==> src/rtl/sha256_block_engine.sv <==
// Iterative SHA-256 compression engine.
// Accepts one padded 512-bit block, runs UNROLL rounds per clock over a sliding
// 16-word schedule window and returns the 256-bit chaining value. Multi-block
// messages chain through the internal H register when in_first is low.
module sha256_block_engine #(
  parameter int UNROLL    = 1,
  parameter bit USE_CHAIN = 1'b1
) (
  input  logic         clk,
  input  logic         rst,
  input  logic         in_valid,
  output logic         in_ready,
  input  logic [511:0] in_block,
  input  logic         in_first,
  output logic         out_valid,
  input  logic         out_ready,
  output logic [255:0] out_digest,
  output logic         busy
);

  typedef enum logic [2:0] {
    S_IDLE,
    S_LOAD,
    S_ROUND,
    S_FINAL,
    S_HOLD
  } state_t;

  localparam logic [31:0] IV [8] = '{
    32'h6a09e667, 32'hbb67ae85, 32'h3c6ef372, 32'ha54ff53a,
    32'h510e527f, 32'h9b05688c, 32'h1f83d9ab, 32'h5be0cd19
  };

  localparam logic [31:0] K_ROM [64] = '{
    32'h428a2f98, 32'h71374491, 32'hb5c0fbcf, 32'he9b5dba5, 32'h3956c25b, 32'h59f111f1, 32'h923f82a4, 32'hab1c5ed5,
    32'hd807aa98, 32'h12835b01, 32'h243185be, 32'h550c7dc3, 32'h72be5d74, 32'h80deb1fe, 32'h9bdc06a7, 32'hc19bf174,
    32'he49b69c1, 32'hefbe4786, 32'h0fc19dc6, 32'h240ca1cc, 32'h2de92c6f, 32'h4a7484aa, 32'h5cb0a9dc, 32'h76f988da,
    32'h983e5152, 32'ha831c66d, 32'hb00327c8, 32'hbf597fc7, 32'hc6e00bf3, 32'hd5a79147, 32'h06ca6351, 32'h14292967,
    32'h27b70a85, 32'h2e1b2138, 32'h4d2c6dfc, 32'h53380d13, 32'h650a7354, 32'h766a0abb, 32'h81c2c92e, 32'h92722c85,
    32'ha2bfe8a1, 32'ha81a664b, 32'hc24b8b70, 32'hc76c51a3, 32'hd192e819, 32'hd6990624, 32'hf40e3585, 32'h106aa070,
    32'h19a4c116, 32'h1e376c08, 32'h2748774c, 32'h34b0bcb5, 32'h391c0cb3, 32'h4ed8aa4a, 32'h5b9cca4f, 32'h682e6ff3,
    32'h748f82ee, 32'h78a5636f, 32'h84c87814, 32'h8cc70208, 32'h90befffa, 32'ha4506ceb, 32'hbef9a3f7, 32'hc67178f2
  };

  localparam logic [6:0] LAST_T = 7'(64 - UNROLL);

  function automatic logic [31:0] rotr(input logic [31:0] x, input int n);
    return (x >> n) | (x << (32 - n));
  endfunction

  function automatic logic [31:0] big_sig0(input logic [31:0] x);
    return rotr(x, 2) ^ rotr(x, 13) ^ rotr(x, 22);
  endfunction

  function automatic logic [31:0] big_sig1(input logic [31:0] x);
    return rotr(x, 6) ^ rotr(x, 11) ^ rotr(x, 25);
  endfunction

  function automatic logic [31:0] sml_sig0(input logic [31:0] x);
    return rotr(x, 7) ^ rotr(x, 18) ^ (x >> 3);
  endfunction

  function automatic logic [31:0] sml_sig1(input logic [31:0] x);
    return rotr(x, 17) ^ rotr(x, 19) ^ (x >> 10);
  endfunction

  function automatic logic [31:0] ch(input logic [31:0] x, input logic [31:0] y,
                                    input logic [31:0] z);
    return (x & y) ^ (~x & z);
  endfunction

  function automatic logic [31:0] maj(input logic [31:0] x, input logic [31:0] y,
                                     input logic [31:0] z);
    return (x & y) ^ (x & z) ^ (y & z);
  endfunction

  state_t        state_q, state_d;
  logic [6:0]    t_q, t_d;
  logic          first_q, first_d;
  logic [31:0]   h_q [8];
  logic [31:0]   h_d [8];
  logic [255:0]  digest_q, digest_d;
  logic [31:0]   w_q [16];
  logic [31:0]   w_d [16];
  logic [31:0]   work_q [8];
  logic [31:0]   work_d [8];
  logic [31:0]   base_q [8];
  logic [31:0]   base_d [8];

  logic [31:0]   sched [16+UNROLL];
  logic [31:0]   win_next [16];
  logic [31:0]   rnd_work [8];

  // Extend the window by UNROLL schedule words; later words may depend on earlier new ones.
  always_comb begin
    logic [31:0] ext [16+UNROLL];
    for (int i = 0; i < 16; i++) begin
      ext[i] = w_q[i];
    end
    for (int k = 0; k < UNROLL; k++) begin
      ext[16+k] = sml_sig1(ext[14+k]) + ext[9+k] + sml_sig0(ext[1+k]) + ext[k];
    end
    sched = ext;
    for (int i = 0; i < 16; i++) begin
      win_next[i] = ext[i+UNROLL];
    end
  end

  // Apply UNROLL compression rounds to the working variables in one clock.
  always_comb begin
    logic [31:0] a, b, c, d, e, f, g, h, t1, t2;
    a = work_q[0]; b = work_q[1]; c = work_q[2]; d = work_q[3];
    e = work_q[4]; f = work_q[5]; g = work_q[6]; h = work_q[7];
    for (int k = 0; k < UNROLL; k++) begin
      t1 = h + big_sig1(e) + ch(e, f, g) + K_ROM[t_q[5:0] + 6'(k)] + sched[k];
      t2 = big_sig0(a) + maj(a, b, c);
      h = g;
      g = f;
      f = e;
      e = d + t1;
      d = c;
      c = b;
      b = a;
      a = t1 + t2;
    end
    rnd_work[0] = a; rnd_work[1] = b; rnd_work[2] = c; rnd_work[3] = d;
    rnd_work[4] = e; rnd_work[5] = f; rnd_work[6] = g; rnd_work[7] = h;
  end

  // Next-state and datapath selection for the IDLE/LOAD/ROUND/FINAL/HOLD sequence.
  always_comb begin
    state_d  = state_q;
    t_d      = t_q;
    first_d  = first_q;
    h_d      = h_q;
    digest_d = digest_q;
    w_d      = w_q;
    work_d   = work_q;
    base_d   = base_q;
    unique case (state_q)
      S_IDLE: begin
        if (in_valid) begin
          for (int i = 0; i < 16; i++) begin
            w_d[i] = in_block[511-32*i -: 32];
          end
          first_d = in_first;
          state_d = S_LOAD;
        end
      end
      S_LOAD: begin
        for (int i = 0; i < 8; i++) begin
          base_d[i] = (first_q || !USE_CHAIN) ? IV[i] : h_q[i];
          work_d[i] = base_d[i];
        end
        t_d     = '0;
        state_d = S_ROUND;
      end
      S_ROUND: begin
        work_d = rnd_work;
        w_d    = win_next;
        t_d    = t_q + 7'(UNROLL);
        if (t_q == LAST_T) begin
          state_d = S_FINAL;
        end
      end
      S_FINAL: begin
        for (int i = 0; i < 8; i++) begin
          h_d[i] = base_q[i] + work_q[i];
          digest_d[255-32*i -: 32] = h_d[i];
        end
        state_d = S_HOLD;
      end
      S_HOLD: begin
        if (out_ready) begin
          state_d = S_IDLE;
        end
      end
      default: state_d = S_IDLE;
    endcase
  end

  // Control state, chain register and digest; reset aborts any block in flight.
  always_ff @(posedge clk or negedge rst) begin
    if (!rst) begin
      state_q  <= S_IDLE;
      t_q      <= '0;
      first_q  <= 1'b1;
      digest_q <= '0;
      for (int i = 0; i < 8; i++) begin
        h_q[i] <= IV[i];
      end
    end else begin
      state_q  <= state_d;
      t_q      <= t_d;
      first_q  <= first_d;
      digest_q <= digest_d;
      h_q      <= h_d;
    end
  end

  // Schedule window and working variables are pure datapath and need no reset.
  always_ff @(posedge clk) begin
    w_q    <= w_d;
    work_q <= work_d;
    base_q <= base_d;
  end

  assign in_ready   = (state_q == S_IDLE);
  assign busy       = (state_q != S_IDLE);
  assign out_valid  = (state_q == S_HOLD);
  assign out_digest = digest_q;

endmodule
==> config.mk <==
export PLATFORM = sky130hd
export DESIGN_NAME = sha256_block_engine
export DESIGN_NICKNAME = d
export VERILOG_FILES = /design/src/rtl/sha256_block_engine.sv
export SDC_FILE = /design/constraint.sdc
export NUM_CORES = 2
export LEC_CHECK = 0
export CAP_MARGIN = 25
export CORE_ASPECT_RATIO = 1.2
export CORE_MARGIN = 2
export CORE_UTILIZATION = 50
export DETAILED_ROUTE_END_ITERATION = 8
export PLACE_DENSITY_LB_ADDON = 0.25
export RECOVER_POWER = 50
export SYNTH_ARGS = -nofsm -noshare
export SYNTH_HDL_FRONTEND = slang
export SYNTH_SLANG_ARGS = --single-unit
export TNS_END_PERCENT = 50
==> constraint.sdc <==
create_clock -name clk -period 16.85 [get_ports clk]
set_input_delay 4.2125 -clock clk [delete_from_list [all_inputs] [get_ports clk]]
set_output_delay 4.2125 -clock clk [all_outputs]
set_load 0.1 [all_outputs]
==> After elaboration in Yosys (flattened, before gate mapping) <==
Memories as Yosys holds them, arrays and structs flattened.
Index checks and enable logic that the tools add are counted.
{ "word_totals": {"ff_bits": 1547, "latch_bits": 0, "mem_bits_rw": 0, "romBits": 2048, "inputBits": 517, "out_inout_bits": 259, "elab_cells": 126, "mem_count": 1} }
{ "op_classes": {"n_addsub": 19, "mul": 0, "n_div": 0, "magnitude_cmp": 1, "n_eq_ne": 8, "shifts": 0, "mux": 18, "bitwise": 28, "reduce_logical": 7} }
{ "memory_table": {"columns": ["memory", "words", "word_bits", "read_ports", "rd_clocked_by_memory_dff", "wr", "line", "text"], "rows": [
  ["(no name shown)", 64, 32, 1, 0, 0, "115", "t1 = h + big_sig1(e) + ch(e, f, g) + K_ROM[t_q[5:0] + 6'(k)] + sched[k];"]
]} }
{ "op_table": {"columns": ["cell", "n"], "rows": [
  ["one-hot mux 512 bit (2 select lines)", 1],
  ["adder 32 bit", 18],
  ["two-way mux 512 bit", 1],
  ["one-hot mux 256 bit (2 select lines)", 1],
  ["two-way mux 32 bit", 10],
  ["XOR 32 bit", 9],
  ["AND 32 bit", 5],
  ["NOT 32 bit", 1],
  ["OR 10 x 32 -> 32 bit", 1],
  ["OR 13 x 32 -> 32 bit", 1],
  ["OR 14 x 32 -> 32 bit", 1],
  ["OR 15 x 32 -> 32 bit", 1],
  ["OR 19 x 32 -> 32 bit", 1],
  ["OR 21 x 32 -> 32 bit", 1],
  ["OR 25 x 32 -> 32 bit", 1],
  ["OR 26 x 32 -> 32 bit", 1],
  ["OR 30 x 32 -> 32 bit", 1],
  ["OR 7 x 32 -> 32 bit", 1],
  ["XOR 32 x 22 -> 32 bit", 1],
  ["XOR 32 x 29 -> 32 bit", 1],
  ["one-hot mux 3 bit (5 select lines)", 1],
  ["one-hot mux 7 bit (2 select lines)", 1],
  ["two-way mux 3 bit", 3],
  ["adder 7 x 1 -> 7 bit, second input constant", 1],
  ["other kinds (13)", 17]
]} }

==> Longest topological paths before layout <==
{ "depth": {"word_depth": 9, "depth_mapped": 38, "depth_no_buf": 36} }

==> Worst setup path before layout <==
No wires, ideal clock.
{ "synth_path": {"kind": "input to register", "from": "in in_valid", "to": "reg w_q (netlist bit sched[100]), enable pin", "setup_ns": 3.683, "arrival_ns": 12.592, "required_ns": 13.167, "slack_ns": 0.576, "cell_stages": 2, "n_path_buf": 0, "path_cell_list": "nand2_1 > nand2_1"} }
{ "synth_via": {"elab_chain_cells": 2} }
{ "synth_lines": {"columns": ["element", "line", "text"], "rows": [
  ["from (decl)", "11", "input logic in_valid,"],
  ["!= test 2 bit (no line)", null, null],
  ["AND reduction 2 bit (no line)", null, null],
  ["to (signal assigned)", "203", "w_q <= w_d;"],
  ["to (decl)", "83", "logic [31:0] w_q [16];"]
]} }
No other way between the ends.
A chain may end at the register's enable or synchronous reset.

==> Final worst setup path <==
{ "layout_path": {"from": "reg state_q[1]", "to": "reg work_q (netlist bit rnd_work[16]), enable pin"} }
{ "layout_via": {"elab_chain_cells": 2, "elab_cells_between_ends": 3, "classes_between": "eq/ne (2); reduce/logical (1)"} }
{ "layout_lines": {"columns": ["element", "line", "text"], "rows": [
  ["from (decl)", "77", "state_t state_q, state_d;"],
  ["from (signal assigned)", "193", "state_q <= state_d;"],
  ["equality test 3 x 2 -> 1 bit or equality test 3 x 1 -> 1 bit (tied branches)", "140", "unique case (state_q)"],
  ["nonzero test 2 bit (no line) *", null, null],
  ["to (signal assigned)", "204", "work_q <= work_d;"],
  ["to (decl)", "85", "logic [31:0] work_q [8];"]
]} }
Every way passes the cells marked *; elsewhere a longest branch is shown, timed or not.

==> results.tsv <==
stage	metric	value	unit
outcome	run status	complete, but fails checks	
outcome	failing checks	max-capacitance violations, max-slew violations	
placed_design	hpwl dp	242	mm
setup_path	CP startpoint kind	register	
logic_synthesis	Yosys warnings	0	
die	CORE AREA	0.171	mm^2
timing	Pins Over Slew Limit	1918	
die	DIE WIDTH	382	um
logic_synthesis	Post-Syn Nets	9947	
timing	clk_skew	0.0395	ns
clocking	Num CTS Buffers	152	
setup_path	crit-path max FO	83	
timing	Slew HR	-278	%
logic_synthesis	Seq/Total Area, Yosys	47.8	%
logic_synthesis	number of synthesized flops with an enable pin	1024	
clocking	post-CTS sizing	0	
grt	largest net degree at the start of global routing	213	
timing	final setup vio count	0	
setup_path	crit-path cells	or3b_2, clkinvlp_2, nor2_1, clkinvlp_2, buf_4, buf_4, buf_16	
clocking	post-CTS setup buffers	0	
timing	fmax	80.6	MHz
grt	Total GRT Usage	35.7	%
timing	final period utilization	73.6	%
final_layout	area delta synth->final	16.3	%
clocking	worst-case clock buffer depth	3	
timing	RSZ-0062 raised after global routing	no	
die	die area	0.175	mm^2
setup_path	Crit path largest cell delay	3.48	ns
clocking	clk root buf	clkbuf_16	
placed_design	Post-Place Setup Slack	7.67	ns
clocking	clk sinks	1427	
drt	Routed WL	320	mm
die	Boundary Pins	776	
die	chip height	458	um
logic_synthesis	Netlist Area Pre-Place	0.0858	mm^2
run	Max Cap Viol	28	
timing	Worst Hold Margin	0.454	ns
clocking	Clk Latency, worst-skew pair	0.84	ns
setup_path	Crit-path slowest cell	clkinvlp_2	
grt	vias in the first global route	65900	
grt	total congestion overflow	0	
grt	first-pass GRT wire length	454	mm
timing	Setup WS post-layout	4.44	ns
setup_path	critical path arrival	12.96	ns
logic_synthesis	Yosys cell types	103	
die	Starting Density	50.3	%
timing	worst slew pin tran	5.67	ns
timing	Final TNS setup	0	ns
logic_synthesis	Top FF cell, synth	edfxtp_1	
drt	first drt pass iteration count	7	
drt	post-route ant nets	0	
drt	residual DRC count	0	
clocking	clock slew at reported path FFs	0.06	ns
clocking	H-tree levels	4	
placed_design	I/O Buffers	775	
logic_synthesis	syn avg cell area	9.71	um^2
final_layout	nets	10400	
timing	Final Hold Fails	0	
drt	WL/cell	27.2	um
setup_path	CP Buf/Inv Count	5	
placed_design	DP Area	0.0947	mm^2
drt	Initial DRC Count	7395	
final_layout	commonest non-fill, non-tap cell in the layout	nand2_1	
drt	via density per instance	5.80	
timing	post-layout min period	12.41	ns
drt	routed vias	68000	
grt	initial antenna violation count	36	
logic_synthesis	asr flop ratio synth	28.2	%
die	# rows	166	
setup_path	Largest delay share family, worst path	buffers and inverters	
logic_synthesis	Synth Instances	8838	
final_layout	layout cell share with drive strength beyond 1	8.07	%
setup_path	WP data required	17.40	ns
worst_hold_path	Hold Crit Class	register to register	
final_layout	number of fill cells in the layout	14600	
clocking	cts hold-fix bufs	0	
placed_design	GPL Wtd Cong	0.985	
final_layout	Final Cell Area	0.0998	mm^2
setup_path	WS Path Type	register to register	
setup_path	Setup crit end kind	register	
logic_synthesis	Seq cells post-synth	1427	
final_layout	most frequent cells in the layout	nand2_1 (2186), edfxtp_1 (1024), clkdlybuf4s50_1 (773)	
clocking	CTS tree	yes	
worst paths after layout:
kind / start / end / slack [ns] / cells after the start
min in group asynchronous: rst / out_digest[129]$_DFFE_PN0P_ / 5.43 / 1
max: state_q[1]$_DFFE_PN0P_ / rnd_work[16]$_DFFE_PP_ / 4.44 / 7
max reg2reg: state_q[1]$_DFFE_PN0P_ / rnd_work[16]$_DFFE_PP_ / 4.44 / 7
max in group asynchronous: rst / out_digest[238]$_DFFE_PN0P_ / 6.84 / 4
min reg2reg: h_q[179]$_DFFE_PN1P_ / h_q[179]$_DFFE_PN1P_ / 0.45 / 2
min: h_q[179]$_DFFE_PN1P_ / h_q[179]$_DFFE_PN1P_ / 0.45 / 2
synth_stat cells, drive strengths merged (14+ instances only):
library cell,count,share of area [%]
nand2,2188,9.6
edfxtp,1024,36
nor2,610,2.7
inv,503,2.2
o21ai,481,2.8
ha,395,5.8
clkbuf,363,1.6
a21oi,337,2.0
xnor2,322,3.3
dfrtp,266,7.8
a21o,236,2.1
xor2,212,2.2
fa,197,4.6
nor2b,162,1.2
buf,153,1.2
or2,151,1.1
mux2,142,1.9
dfstp,137,4.2
nand3,96,0.56
nor3,88,0.51
o21a,63,0.55
a211oi,62,0.57
nand2b,60,0.44
a31oi,53,0.43
o21bai,46,0.40
and3,34,0.25
o31ai,34,0.33
or3,34,0.25
nand4,31,0.23
o211ai,31,0.27
and2,27,0.20
mux2i,19,0.22
o311ai,17,0.17
a211o,16,0.16
nand3b,16,0.14
o41ai,15,0.21
a311oi,14,0.15
nor4,14,0.13
o22ai,14,0.10
cell families after synthesis:
kind of cell             after synthesis  synth area share, %
flip-flops                          1427                 47.8
adder cells (fa/ha/maj)              595                 10.4
AND/OR/NAND/NOR                     3554                 17.6
multiplexers                         166                 2.22
XOR/XNOR                             534                 5.45
buffers and inverters               1022                 5.00
AO/OA/AOI/OAI                       1540                 11.5
registers in the layout, summed over array words and instances, names as in the netlist:
name / flops
first_q: 1
state_q: 3
base_q: 256
out_digest: 140
rnd_work: 192
t_q: 7
h_q: 252
sched: 512
work_q: 64
metal layers:
layer,vias to the layer above,track usage [%],share of wire [%]
met5,-,0,0.017
met3,612,6.54,8.4
met1,33400,47.6,40
met4,10,18.7,5.7
li1,30900,-,-
met2,3136,55.7,46
final cells by class:
cell class	count	area (um^2)	share of cell area [%]
sequential	1427	41000	41.1
multi-input combinational	6389	40600	40.6
timing repair buffer	835	8270	8.29
clock buffer	212	4300	4.30
tap	2268	2840	2.84
inverter	506	1900	1.90
clock inverter	70	890	0.891
antenna	30	75.1	0.0752
metrics by stage:
stage | std cells | utilization, %
after floorplan | 8838 | -
after global placement | 11400 | 55.5
after detailed placement | 11400 | 55.5
after CTS | 11700 | 58.6
after global routing | 11700 | 58.5
final | 11700 | 58.5
tightest hold or removal path, delay by kind of cell, from the launching register on:
family	cells	cell delay (ns)
and+or+nand+nor	2	0.09
DFF	1	0.36
Power is left out: the tool's default activity adds up to more than one toggle a clock period on the data nets, which glitch-free logic cannot reach.
